`config.mk`:
```
export PLATFORM = sky130hd
export DESIGN_NAME = counter_scoreboard_flat
export DESIGN_NICKNAME = d
export VERILOG_FILES = /design/src/rtl/counter_pkg.sv /design/src/rtl/counter_scoreboard_if.sv /design/src/rtl/counter_ref_model.sv /design/src/rtl/counter_scoreboard.sv /design/src/flat_wrapper.sv
export SDC_FILE = /design/constraint.sdc
export NUM_CORES = 1
export LEC_CHECK = 0
export BUFFER_PORTS_ARGS = -buffer_cell sky130_fd_sc_hd__buf_2
export CAP_MARGIN = 5
export CORE_MARGIN = 2
export CORE_UTILIZATION = 30
export DETAILED_ROUTE_END_ITERATION = 8
export GPL_ROUTABILITY_DRIVEN = 0
export PLACE_DENSITY = 0.54
export SETUP_SLACK_MARGIN = 0.5
export SLEW_MARGIN = 10
export SYNTH_ARGS = -nofsm -noshare
export SYNTH_HDL_FRONTEND = slang
export SYNTH_HIERARCHICAL = 1
export SYNTH_SLANG_ARGS = --single-unit
```
`constraint.sdc`:
```
create_clock -name clk -period 1.8 [get_ports clk]
set_input_delay 0.18 -clock clk [delete_from_list [all_inputs] [get_ports clk]]
set_output_delay 0.18 -clock clk [all_outputs]
set_load 0.005 [all_outputs]
```
`src/rtl/counter_pkg.sv`:
```
// Shared encodings for the counter scoreboard: stimulus modes, checker
// states and the bit positions of the first-failure mask.
package counter_pkg;

  typedef enum logic [1:0] {
    MODE_INC  = 2'b00,
    MODE_DEC1 = 2'b01,
    MODE_DEC3 = 2'b10,
    MODE_LOAD = 2'b11
  } mode_e;

  typedef enum logic [1:0] {
    ST_IDLE  = 2'd0,
    ST_CHECK = 2'd1,
    ST_FAIL  = 2'd2
  } state_e;

  localparam int unsigned MASK_W    = 3;
  localparam int unsigned MASK_Q    = 0;
  localparam int unsigned MASK_RCO  = 1;
  localparam int unsigned MASK_LOAD = 2;

endpackage

```
`src/rtl/counter_scoreboard_if.sv`:
```
// Stimulus, observed DUT outputs and checker results for the counter
// scoreboard. master = environment side, slave = scoreboard side.
interface counter_scoreboard_if
  import counter_pkg::*;
#(
  parameter int unsigned WIDTH = 4,
  parameter int unsigned ERR_W = 8,
  parameter int unsigned CYC_W = 16
);

  // stimulus driven to the DUT
  logic              enable;
  logic [1:0]        mode;
  logic [WIDTH-1:0]  D;
  // DUT outputs under observation
  logic [WIDTH-1:0]  Q;
  logic              rco;
  logic              load;
  // statistics control
  logic              clear;
  // checker results
  logic [WIDTH-1:0]  q_exp;
  logic              rco_exp;
  logic              load_exp;
  logic              q_fail;
  logic              rco_fail;
  logic              load_fail;
  logic [ERR_W-1:0]  err_count;
  logic [CYC_W-1:0]  first_fail_cycle;
  logic [MASK_W-1:0] first_fail_mask;
  logic [1:0]        state;

  modport master (
    output enable, mode, D, Q, rco, load, clear,
    input  q_exp, rco_exp, load_exp, q_fail, rco_fail, load_fail,
           err_count, first_fail_cycle, first_fail_mask, state
  );

  modport slave (
    input  enable, mode, D, Q, rco, load, clear,
    output q_exp, rco_exp, load_exp, q_fail, rco_fail, load_fail,
           err_count, first_fail_cycle, first_fail_mask, state
  );

endinterface

```
`src/rtl/counter_ref_model.sv`:
```
// Expected-value model of the counter: wrap-around arithmetic with carry /
// borrow on rco, load indication, and all-zero outputs while disabled.
// RCO_HALF_CYCLE_EN: rco_exp is only high from the rising edge to the
// following falling edge.
module counter_ref_model
  import counter_pkg::*;
#(
  parameter int unsigned WIDTH = 4
) (
  input  logic             clk,
  input  logic             reset,
  input  logic             enable,
  input  logic [1:0]       mode,
  input  logic [WIDTH-1:0] d,
  output logic [WIDTH-1:0] q_exp,
  output logic             rco_exp,
  output logic             load_exp
);

  localparam int unsigned EXT_W = WIDTH + 1;

  logic [WIDTH-1:0] q_d, q_q;
  logic             rco_d, rco_q;
  logic             load_d, load_q;
  logic [EXT_W-1:0] ext_c, sum_c;

  // next expected value; the extra top bit carries the carry/borrow
  always_comb begin
    q_d    = '0;
    rco_d  = 1'b0;
    load_d = 1'b0;
    ext_c  = {1'b0, q_q};
    sum_c  = ext_c;
    if (enable) begin
      case (mode)
        MODE_INC:  sum_c = ext_c + EXT_W'(1);
        MODE_DEC1: sum_c = ext_c - EXT_W'(1);
        MODE_DEC3: sum_c = ext_c - EXT_W'(3);
        default:   sum_c = {1'b0, d};
      endcase
      q_d    = sum_c[WIDTH-1:0];
      rco_d  = sum_c[WIDTH];
      load_d = (mode == MODE_LOAD);
    end
  end

  // model registers
  always_ff @(posedge clk or negedge reset) begin
    if (!reset) begin
      q_q    <= '0;
      rco_q  <= 1'b0;
      load_q <= 1'b0;
    end else begin
      q_q    <= q_d;
      rco_q  <= rco_d;
      load_q <= load_d;
    end
  end

  assign q_exp    = q_q;
  assign load_exp = load_q;

`ifdef RCO_HALF_CYCLE_EN
  // Phase tracking: the two toggles differ only between a rising edge and
  // the next falling edge, which gates rco to the high clock phase.
  logic pos_tog_d, pos_tog_q;
  logic neg_tog_d, neg_tog_q;

  // next toggle values
  always_comb begin
    pos_tog_d = ~pos_tog_q;
    neg_tog_d = pos_tog_q;
  end

  // rising-edge phase toggle
  always_ff @(posedge clk or negedge reset) begin
    if (!reset) pos_tog_q <= 1'b0;
    else        pos_tog_q <= pos_tog_d;
  end

  // falling-edge follower of the rising-edge toggle
  always_ff @(negedge clk or negedge reset) begin
    if (!reset) neg_tog_q <= 1'b0;
    else        neg_tog_q <= neg_tog_d;
  end

  assign rco_exp = rco_q & (pos_tog_q ^ neg_tog_q);
`else
  assign rco_exp = rco_q;
`endif

endmodule

```
`src/rtl/counter_scoreboard.sv`:
```
// Counter scoreboard top: compares observed DUT outputs against the
// reference model one cycle later, tracks checker state and failure
// statistics. RCO_HALF_CYCLE_EN adds a falling-edge rco comparison.
module counter_scoreboard
  import counter_pkg::*;
#(
  parameter int unsigned WIDTH = 4,
  parameter int unsigned ERR_W = 8,
  parameter int unsigned CYC_W = 16
) (
  input logic                 clk,
  input logic                 reset,
  counter_scoreboard_if.slave sb
);

  localparam logic [ERR_W-1:0] ERR_MAX = '1;
  localparam logic [CYC_W-1:0] CYC_MAX = '1;

  logic [WIDTH-1:0] q_exp;
  logic             rco_exp;
  logic             load_exp;

  counter_ref_model #(.WIDTH(WIDTH)) u_model (
    .clk      (clk),
    .reset    (reset),
    .enable   (sb.enable),
    .mode     (sb.mode),
    .d        (sb.D),
    .q_exp    (q_exp),
    .rco_exp  (rco_exp),
    .load_exp (load_exp)
  );

`ifdef RCO_HALF_CYCLE_EN
  logic rco_neg_mis_d, rco_neg_mis_q;

  // rco pulse compared in the high phase
  always_comb begin
    rco_neg_mis_d = (sb.rco !== rco_exp);
  end

  // falling-edge rco mismatch, consumed at the next rising edge
  always_ff @(negedge clk or negedge reset) begin
    if (!reset) rco_neg_mis_q <= 1'b0;
    else        rco_neg_mis_q <= rco_neg_mis_d;
  end
`endif

  logic              q_mis_c, rco_mis_c, load_mis_c, any_mis_c;
  logic [MASK_W-1:0] mis_mask_c;

  // rising-edge comparison; X/Z on an observed bit counts as a mismatch
  always_comb begin
    q_mis_c    = (sb.Q !== q_exp);
    rco_mis_c  = (sb.rco !== rco_exp);
`ifdef RCO_HALF_CYCLE_EN
    rco_mis_c  = rco_mis_c | rco_neg_mis_q;
`endif
    load_mis_c = (sb.load !== load_exp);
    mis_mask_c = '0;
    mis_mask_c[MASK_Q]    = q_mis_c;
    mis_mask_c[MASK_RCO]  = rco_mis_c;
    mis_mask_c[MASK_LOAD] = load_mis_c;
    any_mis_c  = |mis_mask_c;
  end

  state_e            state_d, state_q;
  logic [ERR_W-1:0]  err_d, err_q;
  logic [CYC_W-1:0]  cyc_d, cyc_q, cyc_inc_c;
  logic [CYC_W-1:0]  ffc_d, ffc_q;
  logic [MASK_W-1:0] ffm_d, ffm_q;
  logic              q_fail_d, q_fail_q;
  logic              rco_fail_d, rco_fail_q;
  logic              load_fail_d, load_fail_q;

  // checker FSM, cycle stamp, error count and first-failure capture
  always_comb begin
    state_d     = state_q;
    err_d       = err_q;
    cyc_d       = cyc_q;
    ffc_d       = ffc_q;
    ffm_d       = ffm_q;
    q_fail_d    = 1'b0;
    rco_fail_d  = 1'b0;
    load_fail_d = 1'b0;
    cyc_inc_c   = (cyc_q == CYC_MAX) ? cyc_q : cyc_q + CYC_W'(1);

    if (sb.clear) begin
      state_d = ST_IDLE;
      err_d   = '0;
      cyc_d   = '0;
      ffc_d   = '0;
      ffm_d   = '0;
    end else begin
      case (state_q)
        ST_IDLE: begin
          cyc_d = '0;
          if (sb.enable) state_d = ST_CHECK;
        end
        ST_CHECK: begin
          cyc_d = cyc_inc_c;
          if (any_mis_c) begin
            state_d = ST_FAIL;
            ffc_d   = cyc_inc_c;
            ffm_d   = mis_mask_c;
          end
        end
        ST_FAIL: cyc_d = cyc_inc_c;
        default: state_d = ST_IDLE;
      endcase

      if (state_q != ST_IDLE) begin
        q_fail_d    = q_mis_c;
        rco_fail_d  = rco_mis_c;
        load_fail_d = load_mis_c;
        if (any_mis_c && (err_q != ERR_MAX)) err_d = err_q + ERR_W'(1);
      end
    end
  end

  // checker registers
  always_ff @(posedge clk or negedge reset) begin
    if (!reset) begin
      state_q     <= ST_IDLE;
      err_q       <= '0;
      cyc_q       <= '0;
      ffc_q       <= '0;
      ffm_q       <= '0;
      q_fail_q    <= 1'b0;
      rco_fail_q  <= 1'b0;
      load_fail_q <= 1'b0;
    end else begin
      state_q     <= state_d;
      err_q       <= err_d;
      cyc_q       <= cyc_d;
      ffc_q       <= ffc_d;
      ffm_q       <= ffm_d;
      q_fail_q    <= q_fail_d;
      rco_fail_q  <= rco_fail_d;
      load_fail_q <= load_fail_d;
    end
  end

  assign sb.q_exp            = q_exp;
  assign sb.rco_exp          = rco_exp;
  assign sb.load_exp         = load_exp;
  assign sb.q_fail           = q_fail_q;
  assign sb.rco_fail         = rco_fail_q;
  assign sb.load_fail        = load_fail_q;
  assign sb.err_count        = err_q;
  assign sb.first_fail_cycle = ffc_q;
  assign sb.first_fail_mask  = ffm_q;
  assign sb.state            = state_q;

endmodule

```
`src/flat_wrapper.sv`:
```
// flat-port wrapper written by rule: the top's interface ports become plain ports
module counter_scoreboard_flat import counter_pkg::*;
#(
  parameter int unsigned WIDTH = 4,
  parameter int unsigned ERR_W = 8,
  parameter int unsigned CYC_W = 16
)
  (clk, reset, sb_enable, sb_mode, sb_D, sb_Q, sb_rco, sb_load, sb_clear, sb_q_exp, sb_rco_exp, sb_load_exp, sb_q_fail, sb_rco_fail, sb_load_fail, sb_err_count, sb_first_fail_cycle, sb_first_fail_mask, sb_state);
  counter_scoreboard_if #(.WIDTH(WIDTH), .ERR_W(ERR_W), .CYC_W(CYC_W)) sb_i ();
  input logic clk;
  input logic reset;
  input wire logic [$bits(sb_i.enable)-1:0] sb_enable;
  input wire logic [$bits(sb_i.mode)-1:0] sb_mode;
  input wire logic [$bits(sb_i.D)-1:0] sb_D;
  input wire logic [$bits(sb_i.Q)-1:0] sb_Q;
  input wire logic [$bits(sb_i.rco)-1:0] sb_rco;
  input wire logic [$bits(sb_i.load)-1:0] sb_load;
  input wire logic [$bits(sb_i.clear)-1:0] sb_clear;
  output wire logic [$bits(sb_i.q_exp)-1:0] sb_q_exp;
  output wire logic [$bits(sb_i.rco_exp)-1:0] sb_rco_exp;
  output wire logic [$bits(sb_i.load_exp)-1:0] sb_load_exp;
  output wire logic [$bits(sb_i.q_fail)-1:0] sb_q_fail;
  output wire logic [$bits(sb_i.rco_fail)-1:0] sb_rco_fail;
  output wire logic [$bits(sb_i.load_fail)-1:0] sb_load_fail;
  output wire logic [$bits(sb_i.err_count)-1:0] sb_err_count;
  output wire logic [$bits(sb_i.first_fail_cycle)-1:0] sb_first_fail_cycle;
  output wire logic [$bits(sb_i.first_fail_mask)-1:0] sb_first_fail_mask;
  output wire logic [$bits(sb_i.state)-1:0] sb_state;
  assign sb_i.enable = sb_enable;
  assign sb_i.mode = sb_mode;
  assign sb_i.D = sb_D;
  assign sb_i.Q = sb_Q;
  assign sb_i.rco = sb_rco;
  assign sb_i.load = sb_load;
  assign sb_i.clear = sb_clear;
  assign sb_q_exp = sb_i.q_exp;
  assign sb_rco_exp = sb_i.rco_exp;
  assign sb_load_exp = sb_i.load_exp;
  assign sb_q_fail = sb_i.q_fail;
  assign sb_rco_fail = sb_i.rco_fail;
  assign sb_load_fail = sb_i.load_fail;
  assign sb_err_count = sb_i.err_count;
  assign sb_first_fail_cycle = sb_i.first_fail_cycle;
  assign sb_first_fail_mask = sb_i.first_fail_mask;
  assign sb_state = sb_i.state;
  counter_scoreboard #(.WIDTH(WIDTH), .ERR_W(ERR_W), .CYC_W(CYC_W)) u_core (.clk(clk), .reset(reset), .sb(sb_i));
endmodule
```
==> results of run 1 <==
-- path summary, 6_finish.rpt --
check | from | end | slack [ps] | cells after the start
setup / recovery | u_core/cyc_q[13]$_DFFE_PN0P_ | u_core/sb.first_fail_cycle[3]$_DFFE_PN0P_ | 30 | 7
hold / removal | sb_D[2] | u_core/u_model/q_exp[2]$_DFF_PN0_ | 140 | 3
setup reg to reg | u_core/cyc_q[13]$_DFFE_PN0P_ | u_core/sb.first_fail_cycle[3]$_DFFE_PN0P_ | 30 | 7
hold reg to reg | u_core/sb.first_fail_cycle[12]$_DFFE_PN0P_ | u_core/sb.first_fail_cycle[12]$_DFFE_PN0P_ | 520 | 2
max in group asynchronous | reset | u_core/u_model/q_exp[0]$_DFF_PN0_ | 1170 | 3
min in group asynchronous | reset | u_core/cyc_q[15]$_DFFE_PN0P_ | 220 | 2
-- sequential cells by signal, summed over array words and instances (netlist names) --
register,count
u_core/cyc_q,16
u_core/sb.err_count,8
u_core/sb.first_fail_cycle,16
u_core/sb.first_fail_mask,3
u_core/sb.load_fail,1
u_core/sb.q_fail,1
u_core/sb.rco_fail,1
u_core/sb.state,2
u_core/u_model/load_exp,1
u_core/u_model/q_exp,4
u_core/u_model/rco_exp,1
-- what timing repair did --
action	4_1_cts	5_1_grt
hold buffers	1	0
gates resized for setup	54	14
endpoints found under the setup margin	50	51
pin swaps	54	20
cloned	2	0
endpoints found under the hold margin	54	0
buffers inserted	19	5
-- synthesized netlist by cell type (2+ instances only) --
master | count | area (sq um)
o21ai_0 | 6 | 30.0
xnor2_1 | 10 | 87.6
a22oi_1 | 2 | 15.0
buf_2 | 2 | 10.0
nand3b_1 | 3 | 22.5
nor2_1 | 34 | 128
mux2_2 | 2 | 22.5
nand2_1 | 36 | 135
nand4_1 | 7 | 43.8
nand3_1 | 13 | 65.1
a211oi_1 | 6 | 45.0
a311oi_1 | 6 | 52.6
clkbuf_1 | 14 | 52.6
and4_1 | 4 | 35.0
nor2b_1 | 2 | 12.5
a21oi_1 | 30 | 150
nor3b_1 | 2 | 15.0
or3_1 | 6 | 37.5
mux2_1 | 2 | 22.5
o211ai_1 | 6 | 45.0
nand2b_1 | 4 | 25.0
nor3_1 | 13 | 65.1
dfrtp_1 | 54 | 1350
a21o_1 | 2 | 15.0
and3_1 | 8 | 50.1
ha_1 | 12 | 150
o21ai_1 | 2 | 10.0
inv_1 | 9 | 33.8
xor2_1 | 6 | 52.6
mux2i_1 | 7 | 70.1
-- kinds of logic (layout without fill, tap and decap cells) --
group	count (synthesis)	after routing	synth area share [%]
and+or+nand+nor	139	139	23.3
AOI/OAI and AO/OA	70	70	15.0
DFF	54	54	44.4
buffers and inverters	26	139	3.33
xor gates and xnor gates	16	16	4.60
adders and majority gates	13	13	5.59
muxes	11	11	3.78
-- per-stage QoR --
step                power (mW)  TNS [ps]  util (%)  setup WS, ps  cells
finish                    3.21         0      47.2          32.6    575
global route              3.40     -4.02      47.2         -4.02    575
CTS                       3.21         0      46.0          68.2    570
detailed placement        2.19     -15.9      40.4         -15.9    541
global placement          2.18         0      40.4          55.7    541
floorplan                 1.90         0         -          59.1    329
-- worst reg2reg max path, cell delays in order, from the launching register on --
cell and delay (ps):
dfrtp_1 360, nand4_1 150, buf_4 190, nor4_4 340, buf_4 210, nor3_1 40
or3_1 290, a21oi_1 130
-- final cells by class --
| cell class | instances | area [sq um] |
|---|---|---|
| Fill cell | 967 | 5180 |
| Multi-Input combinational cell | 249 | 2020 |
| Sequential cell | 54 | 1360 |
| Timing Repair Buffer | 123 | 935 |
| Tap cell | 133 | 166 |
| Clock buffer | 5 | 68.8 |
| Inverter | 9 | 48.8 |
| Clock inverter | 2 | 38.8 |
-- routing by layer --
layer,vias up,global-route usage (%)
met5,-,0
li1,1401,-
met4,0,5.33
met1,1387,22.2
met2,53,26.2
met3,10,2.43
-- power by group --
group	leakage (nW)	switching (mW)	total [mW]	internal, mW
Combinational	1.30	0.548	1.06	0.515
Clock	0.0542	0.400	0.810	0.410
Sequential	0.735	0.0531	1.34	1.29
==> impl_metrics.toml, run 1 <==
[outcome]
run_status = "complete, no violations"

[grt]
grt_overflow_total = 0
grt_pass1_vias = 2898
antenna_found_initial = 0
grt_max_degree = 38
grt_pass1_wl_um = 14400
grt_usage_pct = 16.2

[routing]
antenna_left = 0
wl_met3_um = 327
m1WireLength_um = 4040
wirelength_um = 8670
wl_met2_um = 4170
drt_first_pass_iters = 4
vias = 2851
remaining_drc_errors = 0
routed.top_layer = "met4"
post_drt_wl_per_cell_um = 15.1
drt-initial-drc-count = 152
via_per_inst = 4.96

[floorplan]
pin_count = 54
die-area_sq_mm = 0.0110
die_y_um = 105
die_w_um = 105
num_rows = 36
coreArea_sq_mm = 0.00982
start_util_pct = 31.0

[sta]
slew_viol_final = 0
finalClockSkew_ps = 11.4
slew_headroom_pct = 76.1
tightestPinTransition_ps = 356
fmax_mhz = 566
fin_crit_ps = 1770
holdWs_ps = 138
post-route-period-util_pct = 98.2
grt_setup_unrepaired = "true"
setup_violations = 0
finalHoldViolCount = 0

[setup_path]
start_kind = "flop"
cp_slowest_cell = "dfrtp_1"
crit_arrival_ps = 2010
required_ps = 2040
worst_path_most_repeated_cell = "buf_4"
crit_family = "simple AND/OR/NAND/NOR gates"
worstPathMaxFanout = 5
slowest_delay_ps = 360
end_kind = "flop"
path_class = "flop to flop"
crit_chain = "nand4_1 -> buf_4 -> nor4_4 -> buf_4 -> nor3_1 -> or3_1 -> a21oi_1"
critPathBufInv = 2

[synthesis]
syn_area_per_cell_sq_um = 9.25
yosysWarnings = 6
syn_area_sq_mm = 0.00304
ys_types = 49
syn_nets = 358
ys.flop_type = "dfrtp_1"
synth.yosys.seq_area_share_pct = 44.4
synth-async-reset-ratio_pct = 100
synth-edff-count = 0
ys_seq_elements = 54
syn_inst = 329

[placed_design]
io_buffer_count = 53
hpwl_um = 5980
dpl_cell_area_sq_mm = 0.00397

[clocking]
ctsLongestPathBuffers = 2
root_buffer = "clkbuf_8"
clk_pin_slew_ps = 100
clock-sinks = 54
cts_buffers = 5
cts_tree = "built"
h-tree-depth = 2
clk_latency_ps = 310

[cells_and_area]
antenna_cells = 0
final_nets = 471
mostFrequentLayoutCell = "buf_2"
syn2layout_area_growth_pct = 52.3
stdcell_area_sq_mm = 0.00464
layout-drive-gt1-share_pct = 47.1
final_cell_mix = "52 x buf_2, 51 x buf_4, 51 x dfrtp_1"

[flow_run]
max-cap-violations = 0

[power]
leakage_nw = 2.09
ir_drop_v = 0.000332
power.density_mw_per_mm2 = 693

[hold_path]
min_path_type = "primary input to flop"
Power figures use the tool's default switching activity.
==> run 2, diff against run 1 <==
--- a/config.mk
+++ b/config.mk
@@ -12,8 +12,9 @@
 export DETAILED_ROUTE_END_ITERATION = 8
 export GPL_ROUTABILITY_DRIVEN = 0
 export PLACE_DENSITY = 0.54
+export RECOVER_POWER = 50
 export SETUP_SLACK_MARGIN = 0.5
-export SLEW_MARGIN = 10
+export SLEW_MARGIN = 20
 export SYNTH_ARGS = -nofsm -noshare
 export SYNTH_HDL_FRONTEND = slang
 export SYNTH_HIERARCHICAL = 1
==> run 2 against run 1 <==
  * Sequential power hardly changed
  * Register-to-register slack about the same
  * Non-clock buffer count unchanged
  * Cell area fell by 0.94%
==> impl_metrics.toml, run 2 (synthesized netlist as in run 1, its figures left out) <==
[routing]
via_per_inst = 4.94
wl_met2_um = 4170
m1WireLength_um = 4070
drt-initial-drc-count = 147
drt_first_pass_iters = 4
post_drt_wl_per_cell_um = 15.1
vias = 2841
antenna_left = 0
wirelength_um = 8670
routed.top_layer = "met4"
wl_met3_um = 305
remaining_drc_errors = 0

[cells_and_area]
mostFrequentLayoutCell = "dfrtp_1"
final_cell_mix = "51 x dfrtp_1, 50 x buf_4, 44 x buf_2"
layout-drive-gt1-share_pct = 44.6
final_nets = 471
final_cells = 575
fillCellCount = 979
syn2layout_area_growth_pct = 50.8
antenna_cells = 0
stdcell_area_sq_mm = 0.00459

[sta]
worst_slack_ps = 33.0
finalHoldViolCount = 0
tightestPinTransition_ps = 930
fin_crit_ps = 1770
slew_headroom_pct = 38.0
setup_violations = 0
slew_viol_final = 0
holdWs_ps = 137
post-route-period-util_pct = 98.2
grt_setup_unrepaired = "true"
fmax_mhz = 566
finalClockSkew_ps = 11.3

[clocking]
h-tree-depth = 2
clk_pin_slew_ps = 100
root_buffer = "clkbuf_8"
cts_tree = "built"
ctsLongestPathBuffers = 2
clk_latency_ps = 310
clock-sinks = 54
cts_buffers = 5

[floorplan]
start_util_pct = 31.0
coreArea_sq_mm = 0.00982
die_y_um = 105
pin_count = 54
num_rows = 36
die_w_um = 105
die-area_sq_mm = 0.0110

[grt]
antenna_found_initial = 0
grt_pass1_wl_um = 14400
grt_max_degree = 38
grt_overflow_total = 0
grt_pass1_vias = 2898
grt_usage_pct = 16.2

[setup_path]
start_kind = "flop"
end_kind = "flop"
path_class = "flop to flop"
r2r_cells = 7
crit_arrival_ps = 2010
crit_family = "simple AND/OR/NAND/NOR gates"
cp.depth = 7
worstPathMaxFanout = 5
critPathBufInv = 2
slowest_delay_ps = 360
crit_start = "u_core/cyc_q[13]$_DFFE_PN0P_"
critPathCapture = "u_core/sb.first_fail_cycle[3]$_DFFE_PN0P_"
ff2ff_setup_slack_ps = 30
required_ps = 2040
r2r-start = "u_core/cyc_q[13]$_DFFE_PN0P_"
cp_slowest_cell = "dfrtp_1"
regToRegEndpoint = "u_core/sb.first_fail_cycle[3]$_DFFE_PN0P_"
worst_path_most_repeated_cell = "buf_4"
crit_chain = "nand4_1 -> buf_4 -> nor4_4 -> buf_4 -> nor3_1 -> or3_1 -> a21oi_1"

[placed_design]
hpwl_um = 5980
place_ws_ps = -15.9
dp_cells = 541
io_buffer_count = 53
dpl_cell_area_sq_mm = 0.00397

[outcome]
run_status = "complete, no violations"

[power]
power_mw = 3.20
leakage_nw = 2.04
ir_drop_v = 0.000334
power.density_mw_per_mm2 = 697

[hold_path]
min_path_type = "primary input to flop"

[flow_run]
max-cap-violations = 0
## run 2: cell count changes in the layout (fill, tap and decap cells not counted)
cell      delta
buf_12       -1
clkbuf_2     +1
clkbuf_1     +9
buf_4        -1
xnor2_1      +2
xnor2_2      -2
buf_2        -8
## run 2: timing repair
item | 4_1_cts | 5_1_grt
gates resized for setup | 54 | 14
hold buffers | 1 | 0
endpoints found under the setup margin | 50 | 51
setup buffers | 19 | 5
gates cloned | 2 | 0
endpoints found under the hold margin | 54 | 0
pin swaps | 54 | 20
## run 2: through the flow
stage / setup TNS [ps] / utilization (%)
after floorplan: 0 / -
after global placement: 0 / 40.4
after detailed placement: -15.9 / 40.4
after CTS: 0 / 46.0
after global routing: -4.02 / 46.8
final: 0 / 46.8
## run 2: worst min-delay path by stage
stage | depth (start not counted) | slack, ps | startpoint | end
3_5_place_dp | 1 | 5 | reset | u_core/cyc_q[15]$_DFFE_PN0P_
4_1_cts | 3 | 120 | sb_D[0] | u_core/u_model/q_exp[0]$_DFF_PN0_
6_report | 3 | 140 | sb_D[2] | u_core/u_model/q_exp[2]$_DFF_PN0_
3_3_place_gp | 1 | 3 | reset | u_core/cyc_q[15]$_DFFE_PN0P_
2_1_floorplan | 0 | -120 | reset | u_core/cyc_q[0]$_DFFE_PN0P_
5_1_grt | 3 | 130 | sb_D[3] | u_core/u_model/q_exp[3]$_DFF_PN0_
## run 2: routing by layer
| metal | vias to the layer above | track usage, % |
|---|---|---|
| li1 | 1403 | - |
| met1 | 1380 | 22.2 |
| met2 | 48 | 26.2 |
| met3 | 10 | 2.43 |
| met4 | 0 | 5.33 |
| met5 | - | 0 |
## run 2: layout make-up
type / count / area [sq um] / share of cell area [%]
Multi-Input combinational cell: 249 / 2010 / 43.7
Sequential cell: 54 / 1360 / 29.5
Timing Repair Buffer: 123 / 906 / 19.7
Clock inverter: 2 / 38.8 / 0.845
Clock buffer: 5 / 68.8 / 1.50
Inverter: 9 / 48.8 / 1.06
Tap cell: 133 / 166 / 3.62
## run 2: worst min-delay path: stages
cell and delay (ps):
buf_2 80, mux2i_1 60, nor2_1 90
## run 2: power breakdown
group | internal [mW] | switching (mW) | total, mW
logic | 0.504 | 0.546 | 1.05
registers | 1.29 | 0.0519 | 1.34
clock network | 0.410 | 0.402 | 0.812
